==> config.mk <==
export PLATFORM = sky130hd
export DESIGN_NAME = mem_port_arbiter_flat
export DESIGN_NICKNAME = d
export VERILOG_FILES = /design/src/rtl/mem_port_arbiter_if.sv /design/src/rtl/mem_port_arbiter.sv /design/src/flat_wrapper.sv
export SDC_FILE = /design/constraint.sdc
export NUM_CORES = 1
export LEC_CHECK = 0
export BUFFER_PORTS_ARGS = -buffer_cell sky130_fd_sc_hd__buf_2
export CAP_MARGIN = 20
export CORE_AREA = 2 2 179 181
export DETAILED_ROUTE_END_ITERATION = 12
export DIE_AREA = 0 0 181 183
export GPL_TIMING_DRIVEN = 0
export PLACE_DENSITY = 0.42
export REMOVE_ABC_BUFFERS = 1
export SYNTH_ARGS = -nofsm -noshare
export SYNTH_HDL_FRONTEND = slang
export SYNTH_SLANG_ARGS = --single-unit
==> constraint.sdc <==
create_clock -name clk_i -period 2 [get_ports clk_i]
set_input_delay 0.2 -clock clk_i [delete_from_list [all_inputs] [get_ports clk_i]]
set_output_delay 0.2 -clock clk_i [all_outputs]
set_load 0.02 [all_outputs]
==> src/rtl/mem_port_arbiter_if.sv <==
// mem_port_arbiter_if
//   Bundles the two requester channels (calculator controller = 0, host loader = 1) and the
//   SRAM-side signals of the memory port arbiter.
//   slave  : arbiter view (requests/addresses/wdata/sram_rdata in; grants, read returns and
//            SRAM controls out).
//   master : requester + SRAM view (the mirror image).
//   Parameters: AW = SRAM address width, DW = SRAM word width.
interface mem_port_arbiter_if #(
    parameter int unsigned AW = 10,
    parameter int unsigned DW = 64
);
    // Requester 0 write/read channels
    logic          wreq_0, wlock_0, wgnt_0;
    logic [AW-1:0] waddr_0;
    logic [DW-1:0] wdata_0;
    logic          rreq_0, rlock_0, rgnt_0, rvalid_0;
    logic [AW-1:0] raddr_0;
    logic [DW-1:0] rdata_0;
    // Requester 1 write/read channels
    logic          wreq_1, wlock_1, wgnt_1;
    logic [AW-1:0] waddr_1;
    logic [DW-1:0] wdata_1;
    logic          rreq_1, rlock_1, rgnt_1, rvalid_1;
    logic [AW-1:0] raddr_1;
    logic [DW-1:0] rdata_1;
    // SRAM side
    logic          sram_we, sram_re;
    logic [AW-1:0] sram_waddr, sram_raddr;
    logic [DW-1:0] sram_wdata, sram_rdata;

    modport slave (
        input  wreq_0, wlock_0, waddr_0, wdata_0, rreq_0, rlock_0, raddr_0,
        input  wreq_1, wlock_1, waddr_1, wdata_1, rreq_1, rlock_1, raddr_1,
        input  sram_rdata,
        output wgnt_0, rgnt_0, rvalid_0, rdata_0,
        output wgnt_1, rgnt_1, rvalid_1, rdata_1,
        output sram_we, sram_waddr, sram_wdata, sram_re, sram_raddr
    );

    modport master (
        output wreq_0, wlock_0, waddr_0, wdata_0, rreq_0, rlock_0, raddr_0,
        output wreq_1, wlock_1, waddr_1, wdata_1, rreq_1, rlock_1, raddr_1,
        output sram_rdata,
        input  wgnt_0, rgnt_0, rvalid_0, rdata_0,
        input  wgnt_1, rgnt_1, rvalid_1, rdata_1,
        input  sram_we, sram_waddr, sram_wdata, sram_re, sram_raddr
    );
endinterface

==> src/rtl/mem_port_arbiter.sv <==
// mem_port_arbiter
//   Two-requester arbiter in front of a simple dual-port SRAM (one write port, one read port).
//   Each port has its own round-robin pointer; grants are combinational, the granted
//   requester's address/data drive the SRAM in the grant cycle, and a registered owner bit
//   routes the read data (valid one cycle after sram_re) back to the requester that issued it.
//   Ports:
//     clk_i : clock, rising edge
//     rst_i : synchronous active-high reset; forces all grants/valids/SRAM controls to 0
//     bus   : mem_port_arbiter_if.slave (requester channels + SRAM side)
//   Parameters: AW (address width), DW (word width), LOCK_MAX (max consecutive locked grants).
//   Defaults mirror calculator_pkg::ADDR_W and calculator_pkg::MEM_WORD_SIZE.
//   Optional feature: define MEMARB_LOCK_EN to honour wlock_k/rlock_k. Without it the lock
//   inputs are ignored and no lock state exists.
module mem_port_arbiter #(
    parameter int unsigned AW       = 10,
    parameter int unsigned DW       = 64,
    parameter int unsigned LOCK_MAX = 16
) (
    input  logic              clk_i,
    input  logic              rst_i,
    mem_port_arbiter_if.slave bus
);
    // Index 0 = write port, 1 = read port; bit k = requester k.
    logic [1:0] port_req  [2];
    logic [1:0] port_lock [2];
    logic [1:0] port_gnt  [2];

    assign port_req[0]  = {bus.wreq_1, bus.wreq_0};
    assign port_req[1]  = {bus.rreq_1, bus.rreq_0};
    assign port_lock[0] = {bus.wlock_1, bus.wlock_0};
    assign port_lock[1] = {bus.rlock_1, bus.rlock_0};

`ifndef MEMARB_LOCK_EN
    logic unused_lock;
    assign unused_lock = ^{port_lock[0], port_lock[1], 32'(LOCK_MAX)};
`endif

    for (genvar p = 0; p < 2; p++) begin : g_port
        logic       prio_q, prio_d;  // requester that wins a tie
        logic [1:0] gnt;
`ifdef MEMARB_LOCK_EN
        localparam int unsigned CntW = $clog2(LOCK_MAX + 1);
        logic            lock_act_q, lock_act_d;
        logic            lock_own_q, lock_own_d;
        logic [CntW-1:0] lock_cnt_q, lock_cnt_d;
        logic [CntW-1:0] cnt_next;
        logic            owner_holds;
`endif

        always_comb begin
            if (port_req[p] == 2'b11) begin
                gnt = prio_q ? 2'b10 : 2'b01;
            end else begin
                gnt = port_req[p];
            end
`ifdef MEMARB_LOCK_EN
            owner_holds = lock_act_q && port_req[p][lock_own_q] && port_lock[p][lock_own_q];
            if (owner_holds) begin
                gnt = lock_own_q ? 2'b10 : 2'b01;
            end
`endif
            if (rst_i) begin
                gnt = 2'b00;
            end

            // Pointer moves only on a grant, away from the requester just served.
            prio_d = prio_q;
            if (gnt[0]) begin
                prio_d = 1'b1;
            end else if (gnt[1]) begin
                prio_d = 1'b0;
            end

`ifdef MEMARB_LOCK_EN
            lock_act_d = 1'b0;
            lock_own_d = lock_own_q;
            lock_cnt_d = '0;
            // Continuing lock counts on; a fresh lock starts at one grant.
            cnt_next   = (lock_act_q && (lock_own_q == gnt[1])) ? lock_cnt_q + 1'b1 : CntW'(1);
            if ((|gnt) && port_lock[p][gnt[1]]) begin
                lock_own_d = gnt[1];
                // Reaching LOCK_MAX releases the lock; pointer already favours the other side.
                if (32'(cnt_next) < LOCK_MAX) begin
                    lock_act_d = 1'b1;
                    lock_cnt_d = cnt_next;
                end
            end
`endif
        end

        always_ff @(posedge clk_i) begin
            if (rst_i) begin
                prio_q     <= 1'b0;
`ifdef MEMARB_LOCK_EN
                lock_act_q <= 1'b0;
                lock_own_q <= 1'b0;
                lock_cnt_q <= '0;
`endif
            end else begin
                prio_q     <= prio_d;
`ifdef MEMARB_LOCK_EN
                lock_act_q <= lock_act_d;
                lock_own_q <= lock_own_d;
                lock_cnt_q <= lock_cnt_d;
`endif
            end
        end

        assign port_gnt[p] = gnt;
    end

    // Read return tracking: pending flag plus owner of the read in flight.
    logic rd_pend_q, rd_pend_d;
    logic rd_own_q, rd_own_d;

    always_comb begin
        rd_pend_d = |port_gnt[1];
        rd_own_d  = port_gnt[1][1];
    end

    always_ff @(posedge clk_i) begin
        if (rst_i) begin
            rd_pend_q <= 1'b0;
            rd_own_q  <= 1'b0;
        end else begin
            rd_pend_q <= rd_pend_d;
            rd_own_q  <= rd_own_d;
        end
    end

    always_comb begin
        bus.wgnt_0     = port_gnt[0][0];
        bus.wgnt_1     = port_gnt[0][1];
        bus.rgnt_0     = port_gnt[1][0];
        bus.rgnt_1     = port_gnt[1][1];
        bus.sram_we    = |port_gnt[0];
        bus.sram_re    = |port_gnt[1];
        bus.sram_waddr = '0;
        bus.sram_wdata = '0;
        bus.sram_raddr = '0;
        if (port_gnt[0][0]) begin
            bus.sram_waddr = bus.waddr_0;
            bus.sram_wdata = bus.wdata_0;
        end else if (port_gnt[0][1]) begin
            bus.sram_waddr = bus.waddr_1;
            bus.sram_wdata = bus.wdata_1;
        end
        if (port_gnt[1][0]) begin
            bus.sram_raddr = bus.raddr_0;
        end else if (port_gnt[1][1]) begin
            bus.sram_raddr = bus.raddr_1;
        end
        // Gated by rst_i so a read granted just before reset never surfaces.
        bus.rvalid_0 = !rst_i && rd_pend_q && !rd_own_q;
        bus.rvalid_1 = !rst_i && rd_pend_q && rd_own_q;
        bus.rdata_0  = bus.rvalid_0 ? bus.sram_rdata : '0;
        bus.rdata_1  = bus.rvalid_1 ? bus.sram_rdata : '0;
    end
endmodule

==> src/flat_wrapper.sv <==
// flat-port wrapper written by rule: the top's interface ports become plain ports
module mem_port_arbiter_flat 
#(
    parameter int unsigned AW       = 10,
    parameter int unsigned DW       = 64,
    parameter int unsigned LOCK_MAX = 16
)
  (clk_i, rst_i, bus_wreq_0, bus_wlock_0, bus_waddr_0, bus_wdata_0, bus_rreq_0, bus_rlock_0, bus_raddr_0, bus_wreq_1, bus_wlock_1, bus_waddr_1, bus_wdata_1, bus_rreq_1, bus_rlock_1, bus_raddr_1, bus_sram_rdata, bus_wgnt_0, bus_rgnt_0, bus_rvalid_0, bus_rdata_0, bus_wgnt_1, bus_rgnt_1, bus_rvalid_1, bus_rdata_1, bus_sram_we, bus_sram_waddr, bus_sram_wdata, bus_sram_re, bus_sram_raddr);
  mem_port_arbiter_if #(.AW(AW), .DW(DW)) bus_i ();
  input  logic clk_i;
  input  logic rst_i;
  input wire logic [$bits(bus_i.wreq_0)-1:0] bus_wreq_0;
  input wire logic [$bits(bus_i.wlock_0)-1:0] bus_wlock_0;
  input wire logic [$bits(bus_i.waddr_0)-1:0] bus_waddr_0;
  input wire logic [$bits(bus_i.wdata_0)-1:0] bus_wdata_0;
  input wire logic [$bits(bus_i.rreq_0)-1:0] bus_rreq_0;
  input wire logic [$bits(bus_i.rlock_0)-1:0] bus_rlock_0;
  input wire logic [$bits(bus_i.raddr_0)-1:0] bus_raddr_0;
  input wire logic [$bits(bus_i.wreq_1)-1:0] bus_wreq_1;
  input wire logic [$bits(bus_i.wlock_1)-1:0] bus_wlock_1;
  input wire logic [$bits(bus_i.waddr_1)-1:0] bus_waddr_1;
  input wire logic [$bits(bus_i.wdata_1)-1:0] bus_wdata_1;
  input wire logic [$bits(bus_i.rreq_1)-1:0] bus_rreq_1;
  input wire logic [$bits(bus_i.rlock_1)-1:0] bus_rlock_1;
  input wire logic [$bits(bus_i.raddr_1)-1:0] bus_raddr_1;
  input wire logic [$bits(bus_i.sram_rdata)-1:0] bus_sram_rdata;
  output wire logic [$bits(bus_i.wgnt_0)-1:0] bus_wgnt_0;
  output wire logic [$bits(bus_i.rgnt_0)-1:0] bus_rgnt_0;
  output wire logic [$bits(bus_i.rvalid_0)-1:0] bus_rvalid_0;
  output wire logic [$bits(bus_i.rdata_0)-1:0] bus_rdata_0;
  output wire logic [$bits(bus_i.wgnt_1)-1:0] bus_wgnt_1;
  output wire logic [$bits(bus_i.rgnt_1)-1:0] bus_rgnt_1;
  output wire logic [$bits(bus_i.rvalid_1)-1:0] bus_rvalid_1;
  output wire logic [$bits(bus_i.rdata_1)-1:0] bus_rdata_1;
  output wire logic [$bits(bus_i.sram_we)-1:0] bus_sram_we;
  output wire logic [$bits(bus_i.sram_waddr)-1:0] bus_sram_waddr;
  output wire logic [$bits(bus_i.sram_wdata)-1:0] bus_sram_wdata;
  output wire logic [$bits(bus_i.sram_re)-1:0] bus_sram_re;
  output wire logic [$bits(bus_i.sram_raddr)-1:0] bus_sram_raddr;
  assign bus_i.wreq_0 = bus_wreq_0;
  assign bus_i.wlock_0 = bus_wlock_0;
  assign bus_i.waddr_0 = bus_waddr_0;
  assign bus_i.wdata_0 = bus_wdata_0;
  assign bus_i.rreq_0 = bus_rreq_0;
  assign bus_i.rlock_0 = bus_rlock_0;
  assign bus_i.raddr_0 = bus_raddr_0;
  assign bus_i.wreq_1 = bus_wreq_1;
  assign bus_i.wlock_1 = bus_wlock_1;
  assign bus_i.waddr_1 = bus_waddr_1;
  assign bus_i.wdata_1 = bus_wdata_1;
  assign bus_i.rreq_1 = bus_rreq_1;
  assign bus_i.rlock_1 = bus_rlock_1;
  assign bus_i.raddr_1 = bus_raddr_1;
  assign bus_i.sram_rdata = bus_sram_rdata;
  assign bus_wgnt_0 = bus_i.wgnt_0;
  assign bus_rgnt_0 = bus_i.rgnt_0;
  assign bus_rvalid_0 = bus_i.rvalid_0;
  assign bus_rdata_0 = bus_i.rdata_0;
  assign bus_wgnt_1 = bus_i.wgnt_1;
  assign bus_rgnt_1 = bus_i.rgnt_1;
  assign bus_rvalid_1 = bus_i.rvalid_1;
  assign bus_rdata_1 = bus_i.rdata_1;
  assign bus_sram_we = bus_i.sram_we;
  assign bus_sram_waddr = bus_i.sram_waddr;
  assign bus_sram_wdata = bus_i.sram_wdata;
  assign bus_sram_re = bus_i.sram_re;
  assign bus_sram_raddr = bus_i.sram_raddr;
  mem_port_arbiter #(.AW(AW), .DW(DW), .LOCK_MAX(LOCK_MAX)) u_core (.clk_i(clk_i), .rst_i(rst_i), .bus(bus_i));
endmodule
Yosys cells after proc, flatten, opt, wreduce, memory -nomap -nowiden:

Cells that the tools add are included.

* input port bits: 242
* register bits after elaboration: 4

* equality and inequality tests: 2
* muxes and demuxes: 18
* reductions and logical operators: 9

Operators by type and width (count)
* two-way mux 64 bit: 4
* two-way mux 10 bit: 4
* two-way mux 2 bit: 6
* equality test 2 bit (second input constant): 2
* two-way mux 1 bit: 4
* nonzero test 2 bit: 2
* OR reduction 2 bit: 2
* logical AND 1 bit: 3
* logical NOT 1 bit: 2

Logic depth before layout (Yosys ltp):

* depth in word-level cells: 5
* depth in mapped cells: 6

Worst setup path before layout:

No wires, ideal clock.

* path type: register -> output
* start: register u_core.g_port[0].prio_q
* end: output port bus_sram_wdata[15]
* buffers on the path: 2
* cell stages (with the launch flop): 6
* setup slack: 0.604 ns
* arrival time: 1.196 ns
* path through: dfxtp_1 nand2b_4 buf_4 buf_2 a32oi_1 nor2_1

* longest elaborated chain between the ends: 5

Ends and longest elaborated chain
* from (decl): RTL line mem_port_arbiter.sv:39 `logic prio_q, prio_d;`
* from (signal assigned): RTL line mem_port_arbiter.sv:100 `prio_q <= prio_d;`
* two-way mux 2 bit *: RTL line mem_port_arbiter.sv:52 `gnt = prio_q ? 2'b10 : 2'b01;`
* two-way mux 2 bit *: RTL line mem_port_arbiter.sv:51 `if (port_req[p] == 2'b11) begin`
* two-way mux 2 bit *: RTL line mem_port_arbiter.sv:62 `if (rst_i) begin`
* two-way mux 64 bit: RTL line mem_port_arbiter.sv:144 `end else if (port_gnt[0][1]) begin`
* two-way mux 64 bit *: RTL line mem_port_arbiter.sv:141 `if (port_gnt[0][0]) begin`
* to (decl): RTL line flat_wrapper.sv:37 `output wire logic [$bits(bus_i.sram_wdata)-1:0] bus_sram_wdata;`

Every way passes the cells marked *; elsewhere a longest branch is shown, timed or not.

Final worst setup path:

* start: register u_core.rd_pend_q
* end: output port bus_rdata_1[42]

* longest elaborated chain between the ends: 3

Ends and longest elaborated chain
* from (decl): RTL line mem_port_arbiter.sv:113 `logic rd_pend_q, rd_pend_d;`
* from (signal assigned): RTL line mem_port_arbiter.sv:126 `rd_pend_q <= rd_pend_d;`
* logical AND 1 bit (2 in a row): RTL line mem_port_arbiter.sv:155 `bus.rvalid_1 = !rst_i && rd_pend_q && rd_own_q;`
* two-way mux 64 bit: RTL line mem_port_arbiter.sv:157 `bus.rdata_1 = bus.rvalid_1 ? bus.sram_rdata : '0;`
* to (decl): RTL line flat_wrapper.sv:34 `output wire logic [$bits(bus_i.rdata_1)-1:0] bus_rdata_1;`

No other way between the ends.

==> flow_summary.yaml <==
hold_path:
  holdPathStages: 3
  min_path_type: "primary input to register"
  min_from: "bus_rreq_0"
  hold_end: "u_core.rd_pend_q$_SDFF_PP0_"
cts:
  hold_buffers: 0
  clk_pin_slew_ns: 0.03
  clk_latency_ns: 0.22
  cts_tree: "built"
  cts.htree.levels: 1
  clk_path_buf_depth: 2
  clock-root-buffer: "clkbuf_16"
  clkSinkCount: 4
  numCtsBuffers: 3
detailed_routing:
  routed_wl_um: 20600
  drt-vias-per-instance: 3.82
  drtIter0Drc: 120
  drt-pass1-iter-count: 4
  avgRoutedWirePerCell_um: 17.2
  via_count: 4586
  ant_nets: 0
  drcViolationCount: 0
worst_setup_path:
  critPathMaxFanout: 64
  rrSetupSlack_ns: 0.83
  r2r_end: "u_core.g_port[0].prio_q$_SDFFE_PP0P_"
  critical_path.cell_chain: "and3b_4 > and2_4 > buf_2"
  cp.required_ns: 1.80
  crit_path_start_kind: "register"
  path_class: "register to primary output"
  arrival_ns: 1.67
  critPathSlowestCell: "and3b_4"
  r2r_cells: 2
  end_kind: "primary output"
  r2r_start: "u_core.g_port[0].prio_q$_SDFFE_PP0P_"
  slowest_delay_ns: 0.60
finish:
  syn2layout_area_growth_pct: 119
  diodes: 0
  multi_input_area_um2: 2030
  fin_util_pct: 16.6
  drive_gt1_share_pct: 60.4
  seq_area_um2: 82.6
  fin_nets: 1041
  fill_cells: 3710
  stdcell_count: 1199
floorplanning:
  io_pins: 462
  die_h_um: 183
  rows: 65
  die_w_um: 181
  die-area_um2: 33100
  core_area_um2: 31200
  initial_core_util_pct: 7.56
sta:
  rsz0062_at_grt: "yes"
  worstMarginPinSlew_ns: 0.654
  setup_violations: 0
  fmaxAchievable_mhz: 535
  period_share_pct: 93.5
  finalWorstPathRequiredPeriod_ns: 1.87
  finClkSkew_ns: 0.00184
  slew_violations: 0
  finalHoldViolCount: 0
  relSlewSlack_pct: 56.2
logic_synthesis:
  synth_seq_cells: 4
  yosysSeqAreaShare_pct: 3.39
  synth_top_area_cell: "and2_1"
  yosys.area.top_type_share_pct: 33.4
  syn_area_per_cell_um2: 6.29
  yosysWarnings: 0
  yosysMostFrequentCell: "and2_1"
  synth_edf_count: 0
  synthFlopType: "dfxtp_1"
  synth_area_um2: 2360
  async_reset_ff_share_pct: 0
  ys_top_cells_by_area: "and2_1 (33%), a32oi_1 (31%), nor2_1 (15%)"
  synthTopCellsByCount: "and2_1 (126), nor2_1 (92), a32oi_1 (84), buf_2 (17), clkbuf_1 (16)"
  postSynthCellCount: 375
  yosysUniqueCellTypes: 20
global_route:
  grt_antenna_before_repair: 13
  grt_util_all_layers_pct: 11.2
  grt_overflow_total: 0
  grt_pass1_vias: 4235
  grt_pass1_wl_um: 27800
  grt_max_degree: 67
place:
  portBuffers: 457
  gp_congestion: 0.761
  dp_cells: 1188
  hpwlAfterDp_um: 17200
power:
  vdd_drop_max_uv: 312
  power_density_nw_per_um2: 289
  p_total_mw: 1.50
  leakagePower_nw: 2.98
run_status:
  status: "complete, no violations"
job:
  drv_cap: 0
[power breakdown]
group / total, mW / internal [mW] / leakage, nW / switching, mW
Clock: 0.304 / 0.255 / 0.0370 / 0.0496
Sequential: 0.0953 / 0.0865 / 0.0339 / 0.00886
Combinational: 1.10 / 0.449 / 2.91 / 0.647
Total: 1.50 / 0.790 / 2.98 / 0.706
[worst max-delay path by stage]
stage	startpoint	end	slack, ns
after global routing	u_core.rd_pend_q$_SDFF_PP0_	bus_rdata_1[42]	-0.006
after CTS	u_core.g_port[0].prio_q$_SDFFE_PP0P_	bus_sram_wdata[41]	0.06
after global placement	bus_wreq_1	bus_sram_wdata[10]	-2.23
after detailed placement	rst_i	bus_rdata_0[38]	-0.06
after floorplan	u_core.g_port[0].prio_q$_SDFFE_PP0P_	bus_wgnt_0	-0.55
final	u_core.rd_pend_q$_SDFF_PP0_	bus_rdata_1[42]	0.13
[metal layers]
| metal | vias up | global-route usage (%) | wire (um) |
|---|---|---|---|
| li1 | 2183 | - | - |
| met5 | - | 0 | 13 |
| met3 | 28 | 1.55 | 1370 |
| met4 | 2 | 0.455 | 187 |
| met1 | 2061 | 13.7 | 8630 |
| met2 | 312 | 21.7 | 10400 |
[repair_timing]
| action | 4_1_cts | 5_1_grt |
|---|---|---|
| resized for setup | 4 | 1 |
| pin swaps | 1 | 2 |
| endpoints found under the hold margin | 0 | 0 |
| endpoints found under the setup margin | 165 | 17 |
| gates cloned | 2 | 1 |
| buffers inserted | 3 | 2 |
[worst max-delay path: cells and delay by family, from the launching register on]
kind	cells	cell delay [ns]
buf+inv	1	0.16
flops	1	0.41
simple gates	2	0.86
[layout make-up]
| class | count | area share [%] |
|---|---|---|
| flip-flops and latches | 4 | 1.60 |
| clock buffers | 3 | 1.45 |
| well taps | 402 | 9.73 |
| multi-input cells | 321 | 39.4 |
| repair buffers | 469 | 47.9 |
[placed cells by master, fill, tap and decap left out, types with 2 or more instances in the layout]
master / n
and2_1: 125
nor2_1: 92
dfxtp_2: 2
a21oi_1: 2
dfxtp_1: 2
nand2b_4: 2
buf_12: 4
nand2b_1: 3
buf_2: 456
nor2b_1: 2
nand2_1: 3
clkbuf_16: 4
a32oi_1: 84
buf_4: 6
[cell families (layout without fill, tap and decap cells)]
kind of cell | count (synthesis) | in the layout | share of synthesized area [%]
flops | 4 | 4 | 3.39
buf+inv | 52 | 472 | 12.1
simple gates | 231 | 233 | 52.1
compound gates | 88 | 88 | 32.4
[sequential cells by signal (all words and copies together), names as in the netlist]
register and cells:
u_core.rd_own_q 1, u_core.g_port.prio_q 2, u_core.rd_pend_q 1
[stage by stage]
stage / setup WS (ns) / hold WS, ns / TNS (ns) / area [um2]
finish: 0.129 / 0.248 / 0 / 5170
global route: -0.00649 / 0.281 / -0.0153 / 5170
CTS: 0.0622 / 0.246 / 0 / 5130
detailed placement: -0.0564 / 0.466 / -1.28 / 4990
global placement: -2.23 / 0.462 / -291.30 / 4860
floorplan: -0.547 / 0.269 / -38.57 / 2070
No activity file was read; power rests on OpenSTA's default activity.
